## config.mk

```make
export PLATFORM = sky130hd
export DESIGN_NAME = iod_clk_delay_train_ctrl_flat
export DESIGN_NICKNAME = d
export VERILOG_FILES = /design/src/rtl/iod_clk_delay_train_ctrl_if.sv /design/src/rtl/iod_clk_delay_train_ctrl.sv /design/src/flat_wrapper.sv
export SDC_FILE = /design/constraint.sdc
export NUM_CORES = 1
export LEC_CHECK = 0
export ABC_AREA = 1
export CORE_MARGIN = 2
export CORE_UTILIZATION = 53
export DETAILED_ROUTE_END_ITERATION = 10
export GPL_TIMING_DRIVEN = 0
export PLACE_DENSITY = 0.76
export SETUP_SLACK_MARGIN = 0.1
export SKIP_LAST_GASP = 1
export SLEW_MARGIN = 30
export SYNTH_ARGS = -nofsm -noshare
export SYNTH_HDL_FRONTEND = slang
export SYNTH_SLANG_ARGS = --single-unit
export TNS_END_PERCENT = 20
```

## constraint.sdc

```tcl
create_clock -name clk_i -period 2.7 [get_ports clk_i]
set_input_delay 0.675 -clock clk_i [delete_from_list [all_inputs] [get_ports clk_i]]
set_output_delay 0.675 -clock clk_i [all_outputs]
set_load 0.01 [all_outputs]
```

## src/rtl/iod_clk_delay_train_ctrl_if.sv

```systemverilog
// Delay-line training port bundle: training control, eye/range status in,
// delay-line step commands and training results out.
interface iod_clk_delay_train_ctrl_if #(
    parameter int TAP_W = 8
);
    logic             start;
    logic             eye_ok;
    logic             delay_line_out_of_range;
    logic             delay_line_dir;
    logic             delay_line_move;
    logic             delay_line_load;
    logic             busy;
    logic             done;
    logic             fail;
    logic [TAP_W-1:0] tap_val;
    logic [TAP_W-1:0] eye_start;
    logic [TAP_W-1:0] eye_width;

    // master requests training and reports eye/range status; slave is the trainer
    modport master (
        output start, eye_ok, delay_line_out_of_range,
        input  delay_line_dir, delay_line_move, delay_line_load,
        input  busy, done, fail, tap_val, eye_start, eye_width
    );

    modport slave (
        input  start, eye_ok, delay_line_out_of_range,
        output delay_line_dir, delay_line_move, delay_line_load,
        output busy, done, fail, tap_val, eye_start, eye_width
    );
endinterface

```

## src/rtl/iod_clk_delay_train_ctrl.sv

```systemverilog
// RX IO clock delay trainer: sweeps every tap, scores it with EYE_OK and parks
// the delay line at the centre of the widest fully-passing window.
module iod_clk_delay_train_ctrl #(
    parameter int NUM_TAPS      = 128,
    parameter int TAP_W         = 8,
    parameter int SETTLE_CYCLES = 16,
    parameter int SAMPLE_CYCLES = 32,
    parameter int MIN_EYE       = 4
) (
    input  logic                      clk_i,
    input  logic                      rst_i,
    iod_clk_delay_train_ctrl_if.slave bus,
    output logic [3:0]                dbg_state_o
);
    typedef enum logic [3:0] {
        S_IDLE, S_LOAD, S_SETTLE, S_SAMPLE, S_EVAL,
        S_STEP_UP, S_DECIDE, S_STEP_DN, S_DONE, S_FAIL
    } state_e;

    localparam int CNT_MAX = (SETTLE_CYCLES > SAMPLE_CYCLES) ? SETTLE_CYCLES : SAMPLE_CYCLES;
    localparam int CNT_W   = $clog2(CNT_MAX + 1);
    localparam logic [CNT_W-1:0] SETTLE_LAST = CNT_W'(SETTLE_CYCLES - 1);
    localparam logic [CNT_W-1:0] SAMPLE_LAST = CNT_W'(SAMPLE_CYCLES - 1);
    localparam logic [TAP_W-1:0] LAST_TAP    = TAP_W'(NUM_TAPS - 1);
    localparam logic [TAP_W-1:0] MIN_W       = TAP_W'(MIN_EYE);

    state_e           state_q, state_d;
    logic [CNT_W-1:0] cnt_q, cnt_d;
    logic [1:0]       step_q, step_d;
    logic             pass_q, pass_d;
    logic             oor_q, oor_d;
    logic             done_q, done_d;
    logic             fail_q, fail_d;
    logic [TAP_W-1:0] tap_q, tap_d;
    logic [TAP_W-1:0] run_start_q, run_start_d;
    logic [TAP_W-1:0] run_len_q, run_len_d;
    logic [TAP_W-1:0] best_start_q, best_start_d;
    logic [TAP_W-1:0] best_len_q, best_len_d;
    logic [TAP_W-1:0] target_q, target_d;
    logic [TAP_W-1:0] eye_start_q, eye_start_d;
    logic [TAP_W-1:0] eye_width_q, eye_width_d;

    logic [TAP_W-1:0] ext_start, ext_len, target_c;
    logic             oor_now;

    always_ff @(posedge clk_i or posedge rst_i) begin
        if (rst_i) begin
            state_q      <= S_IDLE;
            cnt_q        <= '0;
            step_q       <= '0;
            pass_q       <= 1'b0;
            oor_q        <= 1'b0;
            done_q       <= 1'b0;
            fail_q       <= 1'b0;
            tap_q        <= '0;
            run_start_q  <= '0;
            run_len_q    <= '0;
            best_start_q <= '0;
            best_len_q   <= '0;
            target_q     <= '0;
            eye_start_q  <= '0;
            eye_width_q  <= '0;
        end else begin
            state_q      <= state_d;
            cnt_q        <= cnt_d;
            step_q       <= step_d;
            pass_q       <= pass_d;
            oor_q        <= oor_d;
            done_q       <= done_d;
            fail_q       <= fail_d;
            tap_q        <= tap_d;
            run_start_q  <= run_start_d;
            run_len_q    <= run_len_d;
            best_start_q <= best_start_d;
            best_len_q   <= best_len_d;
            target_q     <= target_d;
            eye_start_q  <= eye_start_d;
            eye_width_q  <= eye_width_d;
        end
    end

    always_comb begin
        state_d      = state_q;
        cnt_d        = cnt_q;
        step_d       = step_q;
        pass_d       = pass_q;
        oor_d        = oor_q;
        done_d       = done_q;
        fail_d       = fail_q;
        tap_d        = tap_q;
        run_start_d  = run_start_q;
        run_len_d    = run_len_q;
        best_start_d = best_start_q;
        best_len_d   = best_len_q;
        target_d     = target_q;
        eye_start_d  = eye_start_q;
        eye_width_d  = eye_width_q;
        bus.delay_line_dir  = 1'b0;
        bus.delay_line_move = 1'b0;
        bus.delay_line_load = 1'b0;

        // Current run as it would stand if this tap's verdict were folded in.
        ext_start = run_start_q;
        ext_len   = run_len_q;
        if (pass_q) begin
            ext_len = (run_len_q == '1) ? run_len_q : run_len_q + TAP_W'(1);
            if (run_len_q == '0) ext_start = tap_q;
        end
        target_c = best_start_q + (best_len_q >> 1);
        // Range errors seen anywhere in the sweep are latched until the tap is judged.
        oor_now  = oor_q | bus.delay_line_out_of_range;

        unique case (state_q)
            S_IDLE: begin
                if (bus.start) begin
                    done_d  = 1'b0;
                    fail_d  = 1'b0;
                    state_d = S_LOAD;
                end
            end
            S_LOAD: begin
                bus.delay_line_load = 1'b1;
                tap_d        = '0;
                cnt_d        = '0;
                run_start_d  = '0;
                run_len_d    = '0;
                best_start_d = '0;
                best_len_d   = '0;
                oor_d        = bus.delay_line_out_of_range;
                state_d      = S_SETTLE;
            end
            S_SETTLE: begin
                oor_d = oor_now;
                if (cnt_q == SETTLE_LAST) begin
                    cnt_d   = '0;
                    pass_d  = 1'b1;
                    state_d = S_SAMPLE;
                end else begin
                    cnt_d = cnt_q + CNT_W'(1);
                end
            end
            S_SAMPLE: begin
                oor_d  = oor_now;
                pass_d = pass_q & bus.eye_ok;
                if (cnt_q == SAMPLE_LAST) begin
                    cnt_d   = '0;
                    state_d = S_EVAL;
                end else begin
                    cnt_d = cnt_q + CNT_W'(1);
                end
            end
            S_EVAL: begin
                oor_d  = oor_now;
                step_d = '0;
                if (!pass_q || tap_q == LAST_TAP || oor_now) begin
                    // Strictly-longer replacement keeps the lowest start on ties.
                    if (ext_len > best_len_q) begin
                        best_len_d   = ext_len;
                        best_start_d = ext_start;
                    end
                    run_len_d = '0;
                end else begin
                    run_len_d   = ext_len;
                    run_start_d = ext_start;
                end
                state_d = (tap_q == LAST_TAP || oor_now) ? S_DECIDE : S_STEP_UP;
            end
            S_STEP_UP: begin
                oor_d               = oor_now;
                bus.delay_line_dir  = 1'b1;
                bus.delay_line_move = (step_q == 2'd1);
                if (step_q == 2'd1 && tap_q != LAST_TAP) tap_d = tap_q + TAP_W'(1);
                if (step_q == 2'd2) begin
                    step_d  = '0;
                    cnt_d   = '0;
                    state_d = S_SETTLE;
                end else begin
                    step_d = step_q + 2'd1;
                end
            end
            S_DECIDE: begin
                eye_start_d = best_start_q;
                eye_width_d = best_len_q;
                target_d    = target_c;
                step_d      = '0;
                if (best_len_q < MIN_W) begin
                    fail_d  = 1'b1;
                    state_d = S_FAIL;
                end else if (tap_q == target_c) begin
                    done_d  = 1'b1;
                    state_d = S_DONE;
                end else begin
                    state_d = S_STEP_DN;
                end
            end
            S_STEP_DN: begin
                bus.delay_line_move = (step_q == 2'd1);
                if (bus.delay_line_out_of_range) begin
                    fail_d  = 1'b1;
                    state_d = S_FAIL;
                end else begin
                    if (step_q == 2'd1 && tap_q != '0) tap_d = tap_q - TAP_W'(1);
                    if (step_q == 2'd2) begin
                        step_d = '0;
                        if (tap_q == target_q) begin
                            done_d  = 1'b1;
                            state_d = S_DONE;
                        end
                    end else begin
                        step_d = step_q + 2'd1;
                    end
                end
            end
            S_DONE:  state_d = S_IDLE;
            S_FAIL:  state_d = S_IDLE;
            default: state_d = S_IDLE;
        endcase
    end

    assign bus.busy      = !(state_q == S_IDLE || state_q == S_DONE || state_q == S_FAIL);
    assign bus.done      = done_q;
    assign bus.fail      = fail_q;
    assign bus.tap_val   = tap_q;
    assign bus.eye_start = eye_start_q;
    assign bus.eye_width = eye_width_q;
    assign dbg_state_o   = state_q;
endmodule

```

## src/flat_wrapper.sv

```systemverilog
// flat-port wrapper written by rule: the top's interface ports become plain ports
module iod_clk_delay_train_ctrl_flat 
#(
    parameter int NUM_TAPS      = 128,
    parameter int TAP_W         = 8,
    parameter int SETTLE_CYCLES = 16,
    parameter int SAMPLE_CYCLES = 32,
    parameter int MIN_EYE       = 4
)
  (clk_i, rst_i, dbg_state_o, bus_start, bus_eye_ok, bus_delay_line_out_of_range, bus_delay_line_dir, bus_delay_line_move, bus_delay_line_load, bus_busy, bus_done, bus_fail, bus_tap_val, bus_eye_start, bus_eye_width);
  iod_clk_delay_train_ctrl_if #(.TAP_W(TAP_W)) bus_i ();
  input  logic clk_i;
  input  logic rst_i;
  output logic [3:0] dbg_state_o;
  input wire logic [$bits(bus_i.start)-1:0] bus_start;
  input wire logic [$bits(bus_i.eye_ok)-1:0] bus_eye_ok;
  input wire logic [$bits(bus_i.delay_line_out_of_range)-1:0] bus_delay_line_out_of_range;
  output wire logic [$bits(bus_i.delay_line_dir)-1:0] bus_delay_line_dir;
  output wire logic [$bits(bus_i.delay_line_move)-1:0] bus_delay_line_move;
  output wire logic [$bits(bus_i.delay_line_load)-1:0] bus_delay_line_load;
  output wire logic [$bits(bus_i.busy)-1:0] bus_busy;
  output wire logic [$bits(bus_i.done)-1:0] bus_done;
  output wire logic [$bits(bus_i.fail)-1:0] bus_fail;
  output wire logic [$bits(bus_i.tap_val)-1:0] bus_tap_val;
  output wire logic [$bits(bus_i.eye_start)-1:0] bus_eye_start;
  output wire logic [$bits(bus_i.eye_width)-1:0] bus_eye_width;
  assign bus_i.start = bus_start;
  assign bus_i.eye_ok = bus_eye_ok;
  assign bus_i.delay_line_out_of_range = bus_delay_line_out_of_range;
  assign bus_delay_line_dir = bus_i.delay_line_dir;
  assign bus_delay_line_move = bus_i.delay_line_move;
  assign bus_delay_line_load = bus_i.delay_line_load;
  assign bus_busy = bus_i.busy;
  assign bus_done = bus_i.done;
  assign bus_fail = bus_i.fail;
  assign bus_tap_val = bus_i.tap_val;
  assign bus_eye_start = bus_i.eye_start;
  assign bus_eye_width = bus_i.eye_width;
  iod_clk_delay_train_ctrl #(.NUM_TAPS(NUM_TAPS), .TAP_W(TAP_W), .SETTLE_CYCLES(SETTLE_CYCLES), .SAMPLE_CYCLES(SAMPLE_CYCLES), .MIN_EYE(MIN_EYE)) u_core (.clk_i(clk_i), .rst_i(rst_i), .bus(bus_i), .dbg_state_o(dbg_state_o));
endmodule
```

**After elaboration in Yosys (flattened, before gate mapping)**

Index checks and enable logic that the tools add are counted.

- Shifts and indexed selects: 0
- Multiply operators: 0
- Equal/unequal tests: 36
- Add/subtract/negate cells: 6
- Order comparisons: 2
- Divide/modulo/power cells: 0
- Mux-type cells: 52
- Bitwise operators: 2
- Reductions and logical operators: 31

Operators with widths:

| cell | number |
|---|---|
| 2-to-1 mux 8 bit | 13 |
| case mux 8 bit (2 select lines) | 4 |
| 2-to-1 mux 4 bit | 9 |
| case mux 4 bit (8 select lines) | 1 |
| case mux 6 bit (4 select lines) | 1 |
| case mux 8 bit (3 select lines) | 1 |
| != test 2 x 1 -> 1 bit (second input constant) | 11 |
| 2-to-1 mux 6 bit | 3 |
| adder 8 x 1 -> 8 bit (second input constant) | 2 |
| equality test 4 x 3 -> 1 bit (second input constant) | 4 |
| equality test 8 bit | 2 |
| 2-to-1 mux 1 bit | 12 |
| != test 2 bit (second input constant) | 5 |
| nonzero test 3 bit | 3 |
| adder 8 x 7 -> 8 bit | 1 |
| equality test 4 x 2 -> 1 bit (second input constant) | 2 |
| equality test 4 bit (second input constant) | 2 |
| equality test 8 x 7 -> 1 bit (second input constant) | 1 |
| equality test 8 bit (second input constant) | 1 |
| > comparator 8 bit | 1 |
| logical NOT 8 bit | 1 |
| less-than comparator 8 x 3 -> 1 bit (second input constant) | 1 |
| != test 8 x 7 -> 1 bit (second input constant) | 1 |
| AND reduction 2 bit | 4 |
| other kinds (28) | 43 |

- Input bits: 5
- ROM bits: 0
- Logic and storage cells: 144
- Latch bits: 0
- Memories kept: 0
- Output and inout port bits: 34
- Register bits after elaboration: 80
- Memory bits (writable): 0

**Logic depth before layout (Yosys ltp)**

Gate-level depths: netlist of the first run.

- Depth after elaboration: 7
- Depth in mapped cells: 21
- Depth with buffers taken out: 20

**Least setup slack after synthesis of the first run**

No wires, ideal clock.

- Path type: register -> register
- Start: register u_core.run_len_q[0]
- End: register u_core.best_start_q[7]
- Buffers on the path: 1
- Data required time: 2.626 ns
- Data arrival time: 2.632 ns
- Period minus slack after synthesis: 2.706 ns
- Setup time: 0.074 ns
- Setup slack: -0.006 ns
- Stages on the path, launching flop included: 22
- Path through: dfrtp_1 ha_1 nand3_1 nor2_1 nand3_1 nand2_1 nor2_1 nand3_1 xor2_1 inv_1 ha_1 nand2_1 nor2_1 nand2_1 o211ai_1 nand2_1 nand2_1 nand2_1 nor2_4 buf_6 nand2_1 o21ai_2

- Longest elaborated chain between the ends: 6
- Elaborated cells between the ends (all ways): 13
- Those cells by class: 1 x add/sub; 1 x order compare; 2 x eq/ne; 7 x mux; 2 x reduce/logical

Ends and longest elaborated chain:

| item | line | RTL |
|---|---|---|
| from (decl) | iod_clk_delay_train_ctrl.sv:36 | `logic [TAP_W-1:0] run_len_q, run_len_d;` |
| from (signal assigned) | iod_clk_delay_train_ctrl.sv:73 | `run_len_q <= run_len_d;` |
| adder 8 x 1 -> 8 bit, or another cell as far along | iod_clk_delay_train_ctrl.sv:106 | `ext_len = (run_len_q == '1) ? run_len_q : run_len_q + TAP_W'(1);` |
| 2-to-1 mux 8 bit (on tied branches) | iod_clk_delay_train_ctrl.sv:106, iod_clk_delay_train_ctrl.sv:107 |  |
| 2-to-1 mux 8 bit | iod_clk_delay_train_ctrl.sv:105 | `if (pass_q) begin` |
| > comparator 8 bit / 2-to-1 mux 8 bit (equally long branches) | iod_clk_delay_train_ctrl.sv:157 | `if (ext_len > best_len_q) begin` |
| != test 2 x 1 -> 1 bit (no line) / 2-to-1 mux 8 bit (equally long branches) | n/a |  |
| AND reduction 3 bit (no line) / case mux 8 bit (2 select lines) (equally long branches) | n/a |  |
| to (signal assigned) | iod_clk_delay_train_ctrl.sv:74 | `best_start_q <= best_start_d;` |
| to (decl) | iod_clk_delay_train_ctrl.sv:37 | `logic [TAP_W-1:0] best_start_q, best_start_d;` |

Several ways; a longest one is shown, not always the timed one. The select of a mux whose other input is x is not followed.
A chain may end at the register's enable or synchronous reset.

**Worst setup path after layout of the first run**

- Start: register u_core.run_len_q[1]
- End: register u_core.best_len_q[3]

- Longest elaborated chain between the ends: 6
- Elaborated cells between the ends (all ways): 10
- Those cells by class: 1 x add/sub; 1 x order compare; 2 x eq/ne; 5 x mux; 1 x reduce/logical

Ends and longest elaborated chain:

| item | line | RTL |
|---|---|---|
| adder 8 x 1 -> 8 bit / equality test 8 bit (equally long branches) | iod_clk_delay_train_ctrl.sv:106 |  |
| 2-to-1 mux 8 bit | iod_clk_delay_train_ctrl.sv:106 |  |
| 2-to-1 mux 8 bit * | iod_clk_delay_train_ctrl.sv:105 |  |
| > comparator 8 bit / 2-to-1 mux 8 bit (equally long branches) | iod_clk_delay_train_ctrl.sv:157 |  |
| != test 2 x 1 -> 1 bit (no line) / 2-to-1 mux 8 bit (equally long branches) | n/a |  |
| AND reduction 3 bit (no line) / case mux 8 bit (2 select lines) (equally long branches) | n/a |  |
| to (signal assigned) | iod_clk_delay_train_ctrl.sv:75 | `best_len_q <= best_len_d;` |
| to (decl) | iod_clk_delay_train_ctrl.sv:38 | `logic [TAP_W-1:0] best_len_q, best_len_d;` |

Mark *: on every way between the ends. The rest lies on a longest branch, timed or not. The select of a mux whose other input is x is not followed.

==> results of run 1 <==
-- metrics by stage --
stage	TNS (ns)	cells
6_report	-2.232	817
5_1_grt	-5.995	817
2_1_floorplan	-0.02025	628
3_3_place_gp	-7.141	777
3_5_place_dp	-8.203	779
4_1_cts	-1.642	808
-- repair_timing --
item | in CTS | in global routing
resized for setup | 30 | 16
endpoints found under the setup margin | 21 | 26
setup buffers | 11 | 9
gates cloned | 2 | 0
hold buffers | 0 | 0
pin swaps | 8 | 11
-- registers in the layout, summed over array words and instances, names as in the netlist --
signal and flops:
u_core.pass_q 1, u_core.bus.done 1, u_core.best_start_q 8, u_core.best_len_q 8
u_core.cnt_q 6, u_core.run_start_q 8, u_core.bus.eye_start 8, u_core.step_q 2
u_core.oor_q 1, u_core.dbg_state_o 4, u_core.bus.eye_width 8, u_core.bus.tap_val 8
u_core.run_len_q 8, u_core.bus.fail 1, u_core.target_q 8
-- layout make-up --
cell class | instances | area [um2] | area share, %
inverters | 94 | 359.1 | 5.846
well taps | 111 | 138.9 | 2.261
plain buffers | 14 | 93.84 | 1.528
clock buffers | 9 | 123.9 | 2.017
multi-input cells | 440 | 2680 | 43.63
flip-flops and latches | 80 | 2006 | 32.65
repair buffers | 62 | 596.8 | 9.717
clock inverters | 7 | 143.9 | 2.343
-- critical path: cells and delay by family (launching register included) --
kind	cells	cell delay (ns)
AOI/OAI and AO/OA	2	0.15
xor gates and xnor gates	1	0.21
adders and majority gates	2	0.46
and+or+nand+nor	13	1.20
buffers and inverters	2	0.26
DFF	1	0.44
-- worst max path at each step --
stage / to / cells after the start
floorplan: u_core.best_start_q[7]$_DFFE_PP0P_ / 21
global placement: u_core.best_start_q[7]$_DFFE_PP0P_ / 21
detailed placement: u_core.best_start_q[7]$_DFFE_PP0P_ / 21
CTS: u_core.best_len_q[5]$_DFFE_PP0P_ / 20
global route: u_core.best_len_q[3]$_DFFE_PP0P_ / 19
finish: u_core.best_len_q[3]$_DFFE_PP0P_ / 20
-- cell usage after synthesis (all sizes together) (2+ instances only) --
| master | number |
|---|---|
| nand3 | 47 |
| or2 | 2 |
| ha | 24 |
| fa | 2 |
| nand2 | 142 |
| buf | 9 |
| xnor2 | 7 |
| inv | 93 |
| xor2 | 14 |
| nor4 | 4 |
| o211ai | 2 |
| a211oi | 2 |
| dfrtp | 80 |
| o22ai | 16 |
| a21oi | 29 |
| clkbuf | 5 |
| nor3 | 9 |
| o21ai | 66 |
| nand4 | 15 |
| mux2 | 3 |
| a31oi | 3 |
| nor2 | 45 |
-- routing by layer --
layer  wire length [um]  share of wire, %
met1               5587                42
met2               6598                50
met5                  0                 0
met3                748               5.6
met4                368               2.8
-- power groups by stage --
stage                     registers [mW]  clock network, mW  logic [mW]
after global placement              1.70                  0        2.19
after detailed placement            1.71                  0        2.24
after CTS                           1.69               1.20        2.37
final                               1.70               1.19        2.45
after floorplan                     1.74                  0        1.44
after global routing                1.73               1.25        2.72
-- cell families after synthesis --
family / count (synthesis)
compound gates: 125
xor+xnor: 21
fa+ha+maj: 26
buf+inv: 108
flops: 80
mux: 3
simple gates: 265
==> results.yml, run 1 <==
logic_synthesis:
  synth_compound_area_share_pct: 15.15
  synthesis.nets: 659
  yosys.area_share.xor_xnor_pct: 3.711
  synth_cells: 628
  synth_area_leader_cell: "dfrtp_1"
  synth_simple_gate_area_share_pct: 24.14
  synthDominantCellAreaShare_pct: 40.39
  synth_edf_count: 0
  synthArstFlopShare_pct: 100.0
  synth_cell_types: 42
  ys.warnings.count: 0
  synth_top_family_by_area: "simple AND/OR/NAND/NOR gates"
  seq_area_frac_synth_pct: 40.39
  ys_ff_latch: 80
  synth_fa_ha_area_share_pct: 6.867
  syn_area_um2: 4956
  syn_avg_cell_area_um2: 7.892
  netlist_top_cells_area: "dfrtp_1 40%, nand2_1 11%, inv_1 6.7%, ha_1 6.1%, o21ai_0 4.8%"
  synth-main-ff-cell: "dfrtp_1"
  synth_mux_area_share_pct: 0.6816
die:
  die-height_um: 100.7
  rows: 35
  die_area_um2: 10140
  initial_core_util_pct: 54.15
  ioPinCount: 39
  core-area_um2: 9153
  fp.dieW_um: 100.7
power:
  seqPwrFrac_pct: 31.8
  p_total_mw: 5.335
  power_density_nw_per_um2: 868.6
  p_int_mw: 3.193
  p_sw_mw: 2.143
  swShare_pct: 40.16
  vdd_drop_max_mv: 0.3990
  static-leakage-power_nw: 2.903
  p_clk_share_pct: 22.3
  pwr-share-comb_pct: 45.9
worst_hold_path:
  hold_start: "u_core.bus.done$_DFFE_PP0P_"
  holdPathEnd: "u_core.bus.done$_DFFE_PP0P_"
  hold_class: "reg -> reg"
  min_path_cells: 2
grt:
  use_met2_pct: 46.10
  grt_pass1_vias: 4660
  use_met3_pct: 4.438
  use_met1_pct: 35.05
  busiest_layer: "met2"
  grt_usage_pct: 27.35
  antenna_found_initial: 0
  grt.overflow.total: 0
  grt_first_pass_wirelength_mm: 21.77
  grt_max_degree: 31
worst_setup_path:
  reg2reg_from: "u_core.run_len_q[1]$_DFFE_PP0P_"
  r2r_slack_ns: -0.16
  end_kind: "register"
  startpoint: "u_core.run_len_q[1]$_DFFE_PP0P_"
  slowest_delay_ns: 0.44
  reg2reg_to: "u_core.best_len_q[3]$_DFFE_PP0P_"
  worstPathArrival_ns: 3.10
  critPathMaxFanout: 5
  cp_slowest_cell: "dfrtp_1"
  r2r_cells: 20
  crit_type: "reg -> reg"
  cp.required_ns: 2.94
  crit_chain: "ha_4 -> nand3_4 -> nor2_4 -> nand3_2 -> nand2_4 -> nor2_4 -> nand3_2 -> xor2_2 -> inv_2 -> ha_4 -> nand2_2 -> nor2_2 -> nand2_1 -> o211ai_1 -> nand2_1 -> nand2_2 -> nand2_2 -> nor2_4 -> buf_6 -> o22ai_2"
  start_kind: "register"
run:
  maxCapViolCount: 0
timing:
  finClkSkew_ns: 0.01169
  maxSlewViolCount: 0
  setup-violations-final: 18
  max_slew_margin_pct: 61.01
  fin_crit_sh_pct: 106.0
  setup_ws_ns: -0.1633
  holdWs_ns: 0.4783
  final_hold_viol_count: 0
  period_minus_slack_ns: 2.863
  fmax_mhz: 349.2
  worstMarginPinSlew_ns: 0.5836
  rsz0062_at_grt: "yes"
routing:
  num_vias: 4567
  wirelength_mm: 13.30
  vias_per_cell: 5.590
  dr.pass1.iters: 5
  drt-wirelength-per-cell_um: 16.28
  drc_errors: 0
  drtIter0Drc: 217
  ant_nets: 0
layout:
  final_core_util_pct: 67.11
  drive_above_1_share_pct: 16.71
  n_antenna_cell: 0
  final_cell_mix: "131 x nand2_1, 86 x inv_1, 77 x dfrtp_1"
  fill_cells: 721
  area_growth_syn_to_layout_pct: 23.93
  final_area_um2: 6142
  final_nets: 732
  layout_commonest_cell: "nand2_1"
cts:
  htree_levels: 3
  cts_tree: "done"
  cts.clk_slew.worst_paths_ns: 0.09
  clockBufferDepth: 2
  cts.sinks: 80
  root_buffer: "clkbuf_8"
  numCtsBuffers: 9
  clk_latency_ns: 0.36
place:
  gp_congestion: 0.9618
  hpwl_mm: 9.235
  placed_area_um2: 5519
  io_buffers: 38
  post-place-ws_ns: -0.5391
outcome:
  violations: "negative setup slack"
  status: "complete, but fails checks"
Power figures use the tool's default switching activity.
==> run 2: changes to the inputs <==
- SETUP_SLACK_MARGIN: 0.1 -> 0.3
==> results of run 2 <==
Same layout as run 1: the final DEF is identical, and so are final timing and power.
